`src/rtl/alu_cmd_if.sv`:
```
// Opcode handshake between the button front end (master) and the ALU (slave).
// The master presents op/op_valid and holds them until op_ready is seen.
interface alu_cmd_if;
    logic       op_valid;
    logic       op_ready;
    logic [1:0] op;
    logic [7:0] op_count;

    modport master (output op_valid, output op, output op_count, input op_ready);
    modport slave  (input op_valid, input op, input op_count, output op_ready);
endinterface

```
`src/rtl/alu_cmd_issuer.sv`:
```
// Debounces two active-low buttons, classifies each gesture (chord / short / long)
// and issues one registered ALU opcode per gesture over a valid/ready handshake.
module alu_cmd_issuer #(
    parameter int unsigned DEBOUNCE_CYCLES = 120000,
    parameter int unsigned CHORD_CYCLES    = 60000,
    parameter int unsigned LONG_CYCLES     = 1200000
) (
    input  logic      clk,
    input  logic      rst_n,
    input  logic      btn1,
    input  logic      btn2,
    alu_cmd_if.master cmd
);
    localparam int DB_W = $clog2(DEBOUNCE_CYCLES + 1);
    localparam int TM_W = $clog2(LONG_CYCLES + 1);

    localparam logic [2:0] S_IDLE     = 3'd0;
    localparam logic [2:0] S_WIN1     = 3'd1;
    localparam logic [2:0] S_WIN2     = 3'd2;
    localparam logic [2:0] S_HOLD1    = 3'd3;
    localparam logic [2:0] S_ISSUE    = 3'd4;
    localparam logic [2:0] S_WAIT_REL = 3'd5;

    localparam logic [1:0] OP_ADD = 2'b00;
    localparam logic [1:0] OP_SUB = 2'b01;
    localparam logic [1:0] OP_AND = 2'b10;
    localparam logic [1:0] OP_OR  = 2'b11;

    // Bit 0 is btn1, bit 1 is btn2 throughout.
    logic [1:0]      sync0_q, sync0_d, sync1_q, sync1_d;
    logic [1:0]      db_q, db_d;
    logic [DB_W-1:0] db_cnt_q [2];
    logic [DB_W-1:0] db_cnt_d [2];
    logic [1:0]      pr, rl;

    logic [2:0]      state_q, state_d;
    logic [TM_W-1:0] timer_q, timer_d;
    logic [1:0]      op_q, op_d;
    logic [7:0]      cnt_q, cnt_d;

    // NOTE: every always_comb output gets a default first so no path infers a latch.
    always_comb begin
        sync0_d = {btn2, btn1};
        sync1_d = sync0_q;
        for (int b = 0; b < 2; b++) begin
            db_d[b]     = db_q[b];
            db_cnt_d[b] = db_cnt_q[b];
            if (sync1_q[b] == db_q[b]) begin
                db_cnt_d[b] = '0;
            end else if (db_cnt_q[b] == DB_W'(DEBOUNCE_CYCLES - 1)) begin
                db_d[b]     = sync1_q[b];
                db_cnt_d[b] = '0;
            end else begin
                db_cnt_d[b] = db_cnt_q[b] + 1'b1;
            end
        end
    end

    // Pulses are taken in the cycle the debounced level is about to flip.
    assign pr = db_q & ~db_d;
    assign rl = ~db_q & db_d;

    always_comb begin
        state_d = state_q;
        timer_d = timer_q;
        op_d    = op_q;
        cnt_d   = cnt_q;
        case (state_q)
            S_IDLE: begin
                timer_d = '0;
                if (pr[0] && pr[1]) begin
                    state_d = S_ISSUE;
                    op_d    = OP_ADD;
                end else if (pr[0]) begin
                    state_d = S_WIN1;
                end else if (pr[1]) begin
                    state_d = S_WIN2;
                end
            end
            S_WIN1: begin
                timer_d = timer_q + 1'b1;
                if (pr[1]) begin
                    state_d = S_ISSUE;
                    op_d    = OP_ADD;
                end else if (rl[0]) begin
                    state_d = S_ISSUE;
                    op_d    = OP_SUB;
                end else if (timer_q == TM_W'(CHORD_CYCLES - 1)) begin
                    state_d = S_HOLD1;
                end
            end
            S_WIN2: begin
                timer_d = timer_q + 1'b1;
                if (pr[0]) begin
                    state_d = S_ISSUE;
                    op_d    = OP_ADD;
                end else if (rl[1] || timer_q == TM_W'(CHORD_CYCLES - 1)) begin
                    state_d = S_ISSUE;
                    op_d    = OP_AND;
                end
            end
            S_HOLD1: begin
                timer_d = timer_q + 1'b1;
                if (rl[0]) begin
                    state_d = S_ISSUE;
                    op_d    = OP_SUB;
                end else if (timer_q == TM_W'(LONG_CYCLES - 1)) begin
                    state_d = S_ISSUE;
                    op_d    = OP_OR;
                end
            end
            S_ISSUE: begin
                if (cmd.op_ready) begin
                    state_d = S_WAIT_REL;
                    cnt_d   = cnt_q + 8'd1;
                end
            end
            S_WAIT_REL: begin
                if (&db_q) state_d = S_IDLE;
            end
            default: state_d = S_IDLE;
        endcase
    end

    // NOTE: sequential state uses non-blocking assignments only; the small
    // debounce counter array is reset element by element like any other flop.
    always_ff @(posedge clk or negedge rst_n) begin
        if (!rst_n) begin
            sync0_q <= 2'b11;
            sync1_q <= 2'b11;
            db_q    <= 2'b11;
            for (int b = 0; b < 2; b++) db_cnt_q[b] <= '0;
            state_q <= S_IDLE;
            timer_q <= '0;
            op_q    <= OP_ADD;
            cnt_q   <= '0;
        end else begin
            sync0_q <= sync0_d;
            sync1_q <= sync1_d;
            db_q    <= db_d;
            for (int b = 0; b < 2; b++) db_cnt_q[b] <= db_cnt_d[b];
            state_q <= state_d;
            timer_q <= timer_d;
            op_q    <= op_d;
            cnt_q   <= cnt_d;
        end
    end

    assign cmd.op_valid = (state_q == S_ISSUE);
    assign cmd.op       = op_q;
    assign cmd.op_count = cnt_q;
endmodule
```
`src/flat_wrapper.sv`:
```
// flat-port wrapper written by rule: the top's interface ports become plain ports
module alu_cmd_issuer_flat 
#(
    parameter int unsigned DEBOUNCE_CYCLES = 120000,
    parameter int unsigned CHORD_CYCLES    = 60000,
    parameter int unsigned LONG_CYCLES     = 1200000
)
  (clk, rst_n, btn1, btn2, cmd_op_valid, cmd_op, cmd_op_count, cmd_op_ready);
  alu_cmd_if cmd_i ();
  input  logic clk;
  input  logic rst_n;
  input  logic btn1;
  input  logic btn2;
  output wire logic [$bits(cmd_i.op_valid)-1:0] cmd_op_valid;
  output wire logic [$bits(cmd_i.op)-1:0] cmd_op;
  output wire logic [$bits(cmd_i.op_count)-1:0] cmd_op_count;
  input wire logic [$bits(cmd_i.op_ready)-1:0] cmd_op_ready;
  assign cmd_op_valid = cmd_i.op_valid;
  assign cmd_op = cmd_i.op;
  assign cmd_op_count = cmd_i.op_count;
  assign cmd_i.op_ready = cmd_op_ready;
  alu_cmd_issuer #(.DEBOUNCE_CYCLES(DEBOUNCE_CYCLES), .CHORD_CYCLES(CHORD_CYCLES), .LONG_CYCLES(LONG_CYCLES)) u_core (.clk(clk), .rst_n(rst_n), .btn1(btn1), .btn2(btn2), .cmd(cmd_i));
endmodule
```
`config.mk`:
```
export PLATFORM = sky130hd
export DESIGN_NAME = alu_cmd_issuer_flat
export DESIGN_NICKNAME = d
export VERILOG_FILES = /design/src/rtl/alu_cmd_if.sv /design/src/rtl/alu_cmd_issuer.sv /design/src/flat_wrapper.sv
export SDC_FILE = /design/constraint.sdc
export NUM_CORES = 1
export LEC_CHECK = 0
export CAP_MARGIN = 40
export CORE_MARGIN = 2
export CORE_UTILIZATION = 51
export DETAILED_ROUTE_END_ITERATION = 8
export PLACE_DENSITY_LB_ADDON = 0.25
export SLEW_MARGIN = 40
export SYNTH_ARGS = -nofsm -noshare
export SYNTH_HDL_FRONTEND = slang
export SYNTH_SLANG_ARGS = --single-unit
```
`constraint.sdc`:
```
create_clock -name clk -period 2.5 [get_ports clk]
set_input_delay 0.625 -clock clk [delete_from_list [all_inputs] [get_ports clk]]
set_output_delay 0.625 -clock clk [all_outputs]
set_load 0.01 [all_outputs]
```
### Word-level counts from Yosys, hierarchy flattened

Cells that the tools add are included.

* register bits: 74
* bits of input ports: 5
* output and inout bits: 11
* logic and storage cells: 76

* $add $sub $neg: 4
* equal/unequal tests: 19
* muxes and demuxes: 30
* bitwise gates (word level): 4
* reductions and logical operators: 10

Operators by type and width (count)
* 2-to-1 mux 17 bit: 4
* case mux 21 bit (2 select lines): 1
* 2-to-1 mux 3 bit: 12
* adder 17 x 1 -> 17 bit (second input constant): 2
* equality test 17 bit (second input constant): 2
* adder 21 x 1 -> 21 bit (second input constant): 1
* equality test 21 x 16 -> 1 bit (second input constant): 1
* equality test 21 bit (second input constant): 1
* case mux 3 bit (6 select lines): 1
* 2-to-1 mux 2 bit: 7
* inequality test 3 x 1 -> 1 bit (second input constant): 3
* adder 8 x 1 -> 8 bit (second input constant): 1
* inequality test 4 x 1 -> 1 bit (second input constant): 2
* case mux 2 bit (4 select lines): 1
* equality test 3 x 2 -> 1 bit (second input constant): 2
* equality test 3 bit (second input constant): 2
* inequality test 2 x 1 -> 1 bit (second input constant): 3
* AND reduction 6 bit: 1
* AND reduction 5 bit: 1
* AND 2 bit: 2
* 2-to-1 mux 1 bit: 4
* NOT 2 bit: 2
* AND reduction 2 bit: 2
* nonzero test 4 bit: 1
* other kinds (7): 8

### Longest topological paths before layout

Gate-level depths: netlist of the first run.

* depth in word-level cells: 9
* depth in mapped cells: 8
* gate-level depth less buffers: 7

### Worst setup path before layout of the first run

OpenSTA, ideal clock, no wires.

* path type: reg-to-reg
* start point: register u_core.db_cnt_q[0] (netlist bit)
* end point: register u_core.op_q[1], in the netlist u_core.cmd.op[1]
* setup time: 0.128 ns
* data arrival time: 1.974 ns
* data required time: 2.372 ns
* slack: 0.399 ns
* cell stages (with the launch flop): 8
* buffers on the path: 0
* period minus slack after synthesis: 2.101 ns
* path through: dfrtp_1 -> ha_1 -> nand3_1 -> nor3_1 -> nand2_1 -> o2111a_1 -> nor3b_2 -> mux2_1

* word-level cells in the longest chain between the ends: 8
* elaborated cells on any way between the ends: 14
* those cells by class: 4 x eq/ne; 4 x mux; 3 x bitwise; 3 x reduce/logical

Ends and longest elaborated chain
* start, declared: line alu_cmd_issuer.sv:32 `logic [DB_W-1:0] db_cnt_q [2];`
* equality test 17 bit *: line alu_cmd_issuer.sv:50 `end else if (db_cnt_q[b] == DB_W'(DEBOUNCE_CYCLES - 1)) begin`
* 2-to-1 mux 1 bit *: line alu_cmd_issuer.sv:50
* 2-to-1 mux 1 bit *: line alu_cmd_issuer.sv:48 `if (sync1_q[b] == db_q[b]) begin`
* NOT 2 bit: line alu_cmd_issuer.sv:60 `assign pr = db_q & ~db_d;`
* AND 2 bit: line alu_cmd_issuer.sv:60
* logical AND 1 bit: line alu_cmd_issuer.sv:71 `if (pr[0] && pr[1]) begin`
* inequality test 2 x 1 -> 1 bit (no line)
* AND reduction 5 bit (no line)
* end signal, assigned: line alu_cmd_issuer.sv:144 `op_q <= op_d;`
* end, declared: line alu_cmd_issuer.sv:38 `logic [1:0] op_q, op_d;`

Every way passes the cells marked *; elsewhere a longest branch is shown, timed or not.
A chain may end at the register's enable or synchronous reset.

### Final worst setup path of the first run

* start point: register u_core.state_q[1]
* end point: output port cmd_op_valid

* word-level cells in the longest chain between the ends: 1

Ends and longest elaborated chain
* start, declared: line alu_cmd_issuer.sv:36 `logic [2:0] state_q, state_d;`
* start signal, assigned: line alu_cmd_issuer.sv:142 `state_q <= state_d;`
* equality test 3 bit: line alu_cmd_issuer.sv:149 `assign cmd.op_valid = (state_q == S_ISSUE);`
* end, declared: line flat_wrapper.sv:14 `output wire logic [$bits(cmd_i.op_valid)-1:0] cmd_op_valid;`

Every way passes these cells.

==> flow_summary.ini, run 1 <==
[layout]
fillers = 618
seq_area_sq_mm = 0.001859
nets = 403
multi_input_area_sq_mm = 0.001819
postLayoutCoreUtil_pct = 59.51
diodes = 0
drive_above_1_share_pct = 11.53
syn_to_final_growth_pct = 14.68

[cts]
insertion_delay_ns = 0.34
cts.clk_slew.worst_paths_ns = 0.08
clockRootBuffer = clkbuf_8
cts_buffers = 9
cts.sinks = 74
cts_hold_repair.buffers = 0
clock_path_buffers = 2
cts_tree = yes
ctsHtreeMaxLevel = 3
postCtsResizedCells = 1
postCtsSetupRepairBufs = 0

[detailed_routing]
drtPass1Iterations = 4
wl_um = 6725
vias = 2660
ant_nets = 0
wl_per_cell_um = 13.50
vias_per_cell = 5.341
drc = 0
drt_iter0_drc = 91

[floorplan]
core.rowCount = 31
start_util_pct = 51.89
fp.coreArea_sq_mm = 0.007176
boundaryPins = 16
die_area_sq_mm = 0.008000
die_h_um = 89.45
die_w_um = 89.45

[sta]
min_period_ns = 2.402
max_freq_mhz = 416.4
timing.slew.headroom_pct = 65.62
finalHoldViolations = 0
min_period_over_period_pct = 96.07
fin_setup_tns_ns = 0
rsz0062_at_grt = false
final_max_slew_viol_count = 0
clock_skew_ns = 0.006106
finalSetupViolations = 0
worst_pin_slew_ns = 0.5145

[synthesis]
ys_types = 49
synth_seq_area_share_pct = 49.93
syn_inst = 370
yosys_warnings = 0
synth-main-ff-cell = dfrtp_1
synth_area_sq_mm = 0.003724
synth_edf_count = 0
avgSynthCellArea_sq_um = 10.06
syn_nets = 379
async_flop_share_pct = 100.0
yosys_register_bits = 74

[grt]
gr-total-overflow = 0
grt_pass1_vias = 2424
antenna_found_initial = 0
grt_pass1_wl_um = 11210
grtUsageTotal_pct = 18.26
grt_max_degree = 43

[hold_path]
worstHoldPathType = in -> async

[pwr]
leakage_nw = 1.831
peakVddDrop_uv = 296.8
p_per_area_mw_per_mm2 = 662.7

[setup_path]
worst_ep_arrival_time_ns = 1.78
reg2reg_to = u_core.cmd.op[1]$_DFFE_PN0P_
reg2regPathDepth = 7
cp-end-kind = primary output
cp_max_fo = 9
r2r-start = u_core.db_cnt_q[0]$_DFF_PN0_
cp.required_ns = 1.88
startpoint_type = flop
critPathKind = reg -> out
r2r_setup_slack_ns = 0.12

[placed_design]
gp_congestion = 0.8226
hpwl_um = 4761
port_buffers = 15

[job]
maxCapViolCount = 0

[status]
status = finished clean
## power by group
group,switching [W],internal [W]
logic,0.000211,0.000173
registers,0.0000691,0.00126
clock network,0.000449,0.000663
total,0.000730,0.00210
## flip-flops by register name (all words and copies together), names as in the netlist
name                 count
u_core.cmd.op            2
u_core.timer_q          21
u_core.sync0_q           2
u_core.db_cnt_q         34
u_core.sync1_q           2
u_core.state_q           3
u_core.db_q              2
u_core.cmd.op_count      8
## logic make-up after synthesis
logic type,synth area share [%]
DFF,49.93
AOI/OAI and AO/OA,4.570
and+or+nand+nor,28.66
buffers and inverters,1.411
adders and majority gates,1.344
xor gates and xnor gates,12.00
muxes,2.083
## metrics by stage
step / instances / total power, W / area (sq um) / setup slack (ns) / hold WS [ns]
6_report: 498 / 0.002830 / 4270 / 0.09819 / 0.2192
5_1_grt: 498 / 0.002966 / 4270 / 0.001160 / 0.2416
4_1_cts: 498 / 0.002859 / 4265 / 0.009798 / 0.2263
3_5_place_dp: 482 / 0.001742 / 4023 / 0.1769 / 0.3506
3_3_place_gp: 482 / 0.001736 / 4023 / 0.2927 / 0.3469
2_1_floorplan: 370 / 0.001561 / 3724 / 0.3987 / 0.3294
## how the worst max path moves through the flow
stage | start | end | slack (ns) | cells after the start
global placement | u_core.db_cnt_q[0]$_DFF_PN0_ | u_core.cmd.op[1]$_DFFE_PN0P_ | 0.29 | 7
CTS | u_core.state_q[1]$_DFFE_PN0P_ | cmd_op_valid | 0.01 | 3
global route | u_core.state_q[1]$_DFFE_PN0P_ | cmd_op_valid | 0.001 | 3
floorplan | u_core.db_cnt_q[0]$_DFF_PN0_ | u_core.cmd.op[1]$_DFFE_PN0P_ | 0.40 | 7
detailed placement | u_core.db_cnt_q[0]$_DFF_PN0_ | u_core.cmd.op[1]$_DFFE_PN0P_ | 0.18 | 7
finish | u_core.state_q[1]$_DFFE_PN0P_ | cmd_op_valid | 0.1 | 3
## area by class of cell
type | count | area share (%)
Clock buffer | 9 | 2.901
Multi-Input combinational cell | 282 | 42.60
Timing Repair Buffer | 21 | 4.805
Tap cell | 99 | 2.901
Inverter | 6 | 0.5274
Sequential cell | 74 | 43.54
Clock inverter | 7 | 2.725
## cell usage after synthesis, drive strengths merged (4+ instances only)
library cell	count	area share [%]
dfrtp	68	46
nor2	62	6.2
xor2	36	8.5
nand3	27	3.6
nand2	26	2.6
xnor2	15	3.5
and3	13	2.3
and4	11	2.7
nand4	9	1.5
o21ai	9	1.2
clkbuf	8	0.81
dfstp	6	4.2
inv	6	0.60
mux2	6	1.8
nand4b	6	1.4
a21oi	5	0.67
nand2b	5	0.84
nor2b	5	0.84
nor3	5	0.67
and2	4	0.74
ha	4	1.3
nor4bb	4	1.1
## worst max-delay path, stage by stage (launching register included)
cell and delay (ns):
dfrtp_1 0.49, nor2_4 0.20, and2_1 0.20, clkdlybuf4s50_1 0.55
## placed cells by master, fill, tap and decap left out, types with 6 or more instances in the layout
master	Yosys	routed
clkbuf_8	0	9
dfstp_2	6	6
nand4b_1	6	6
inv_1	6	6
xor2_1	36	36
xnor2_1	15	15
clkdlybuf4s50_1	0	14
and3_1	11	11
nand4_1	9	9
buf_4	0	6
nand2_1	26	26
nand3_1	27	27
o21ai_0	9	9
nor2_1	62	61
and4_1	10	10
dfrtp_1	68	68
## routing by layer
metal | wire [um] | GRT usage, %
met5 | 0 | 0
met4 | 80 | 5.699
met2 | 3083 | 27.61
met1 | 3364 | 25.89
met3 | 197 | 4.709
Power figures use the tool's default switching activity.
==> inputs of run 2 (changes only) <==
--- a/config.mk
+++ b/config.mk
@@ -10,6 +10,7 @@
 export CORE_UTILIZATION = 51
 export DETAILED_ROUTE_END_ITERATION = 8
 export PLACE_DENSITY_LB_ADDON = 0.25
+export REMOVE_ABC_BUFFERS = 1
 export SLEW_MARGIN = 40
 export SYNTH_ARGS = -nofsm -noshare
 export SYNTH_HDL_FRONTEND = slang
==> flow_summary.ini, run 2 (synthesis gave the netlist of run 1 again) <==
[setup_path]
startpoint_type = flop
cp_max_fo = 9
worst_ep_arrival_time_ns = 1.74
cp.required_ns = 1.88
path_cells = nor2_1 > and2_1 > clkdlybuf4s50_1
cp-end-kind = primary output
crit_slowest_cell = clkdlybuf4s50_1
critPathKind = reg -> out
max_stage_delay_ns = 0.56

[placed_design]
dpl_cell_area_sq_mm = 0.004040
pre_cts_ws_ns = 0.2782
port_buffers = 15
gp_congestion = 0.9458
place_inst = 486
hpwl_um = 5277

[grt]
antenna_found_initial = 0
gr-total-overflow = 0
grtUsageTotal_pct = 19.79
grt_pass1_vias = 2650
grt_max_degree = 37
grt_pass1_wl_um = 12010

[sta]
min_period_over_period_pct = 94.64
clock_skew_ns = 0.01055
timing.slew.headroom_pct = 64.75
min_period_ns = 2.366
final_max_slew_viol_count = 0
setup_ws_ns = 0.1339
fin_setup_tns_ns = 0
finalHoldViolations = 0
rsz0062_at_grt = false
max_freq_mhz = 422.6
worst_pin_slew_ns = 0.5274
finalSetupViolations = 0

[hold_path]
worstHoldPathType = in -> async

[cts]
cts_buffers = 9
ctsHtreeMaxLevel = 3
cts.clk_slew.worst_paths_ns = 0.07
cts_tree = yes
postCtsSetupRepairBufs = 0
clockRootBuffer = clkbuf_8
cts_hold_repair.buffers = 0
cts.sinks = 74
clock_path_buffers = 2
insertion_delay_ns = 0.35
postCtsResizedCells = 0

[floorplan]
die_area_sq_mm = 0.008000
die_w_um = 89.45
start_util_pct = 51.89
fp.coreArea_sq_mm = 0.007176
core.rowCount = 31
die_h_um = 89.45
boundaryPins = 16

[layout]
mostFrequentLayoutCell = dfrtp_1
drive_above_1_share_pct = 12.16
fin_area_sq_mm = 0.004280
fin_cells = 502
largest-register = u_core.db_cnt_q
nets = 407
diodes = 0
largest_reg_flops = 34
mostFrequentLayoutCells = dfrtp_1 (67), nor2_1 (62), xor2_1 (36)
syn_to_final_growth_pct = 14.95

[detailed_routing]
ant_nets = 0
drtPass1Iterations = 4
vias = 2745
drt_iter0_drc = 214
wl_um = 7279
vias_per_cell = 5.468
wl_per_cell_um = 14.50
drc = 0

[pwr]
p_sw_share_pct = 25.17
p_switching_w = 0.0007122
comb_power_share_pct = 14.3
clock_power_share_pct = 38.6
leakage_nw = 1.836
peakVddDrop_uv = 499.7
finalPower_w = 0.002829
p_per_area_mw_per_mm2 = 661.0
seqPwrFrac_pct = 47.1
p_int_w = 0.002117

[status]
status = finished clean

[job]
maxCapViolCount = 0
-- run 2: final timing paths --
kind / end / cells past startpoint / from / slack (ns)
min in group clk: u_core.sync1_q[0]$_DFF_PN1_ / 0 / u_core.sync0_q[0]$_DFF_PN1_ / 0.36
max in group asynchronous: u_core.sync0_q[1]$_DFF_PN1_ / 2 / rst_n / 1.65
worst min register to register: u_core.sync1_q[0]$_DFF_PN1_ / 0 / u_core.sync0_q[0]$_DFF_PN1_ / 0.36
worst max-delay path: cmd_op_valid / 3 / u_core.state_q[1]$_DFFE_PN0P_ / 0.13
worst min-delay path: u_core.db_cnt_q[27]$_DFF_PN0_ / 1 / rst_n / 0.23
worst max register to register: u_core.cmd.op[1]$_DFFE_PN0P_ / 6 / u_core.timer_q[16]$_DFFE_PN0P_ / 0.26
-- run 2: per-stage QoR --
stage | util [%] | hold WS [ns]
global placement | 56.30 | 0.3456
CTS | 59.56 | 0.2404
finish | 59.65 | 0.2331
global route | 59.65 | 0.2610
floorplan | - | 0.3294
detailed placement | 56.30 | 0.3487
-- run 2: area by class of cell --
cell class              instances  area, sq um
repair buffers                 25        222.7
clock inverters                 5        102.6
inverters                       6        22.52
flip-flops and latches         74         1861
fillers                       616         2895
multi-input cells             282         1817
well taps                      99        123.9
clock buffers                  11        131.4
-- run 2: layer usage --
| layer | routed length (um) | up-vias | track usage, % |
|---|---|---|---|
| li1 | - | 1340 | - |
| met1 | 3247 | 1350 | 24.01 |
| met2 | 3678 | 42 | 33.20 |
| met3 | 211 | 13 | 4.986 |
| met4 | 142 | 0 | 8.955 |
| met5 | 0 | - | 0 |
-- run 2: power by group through the flow --
stage          clock network (W)  logic (W)  registers (W)
3_3_place_gp                   0   0.000407        0.00135
4_1_cts                  0.00112   0.000411        0.00133
5_1_grt                  0.00116   0.000462        0.00134
6_report                 0.00109   0.000404        0.00133
2_1_floorplan                  0   0.000180        0.00137
3_5_place_dp                   0   0.000409        0.00135
-- run 2: worst max-delay path, delay by kind of cell (launching register included) --
kind,cells,cell delay [ns]
DFF,1,0.47
and+or+nand+nor,2,0.37
buffers and inverters,1,0.56
==> inputs of run 3 (changes only) <==
--- a/config.mk
+++ b/config.mk
@@ -9,6 +9,7 @@
 export CORE_MARGIN = 2
 export CORE_UTILIZATION = 51
 export DETAILED_ROUTE_END_ITERATION = 8
+export HOLD_SLACK_MARGIN = 0.06
 export PLACE_DENSITY_LB_ADDON = 0.25
 export REMOVE_ABC_BUFFERS = 1
 export SLEW_MARGIN = 40
==> results of run 3 <==
Same layout as run 2: the final DEF is identical, and so are final timing and power.
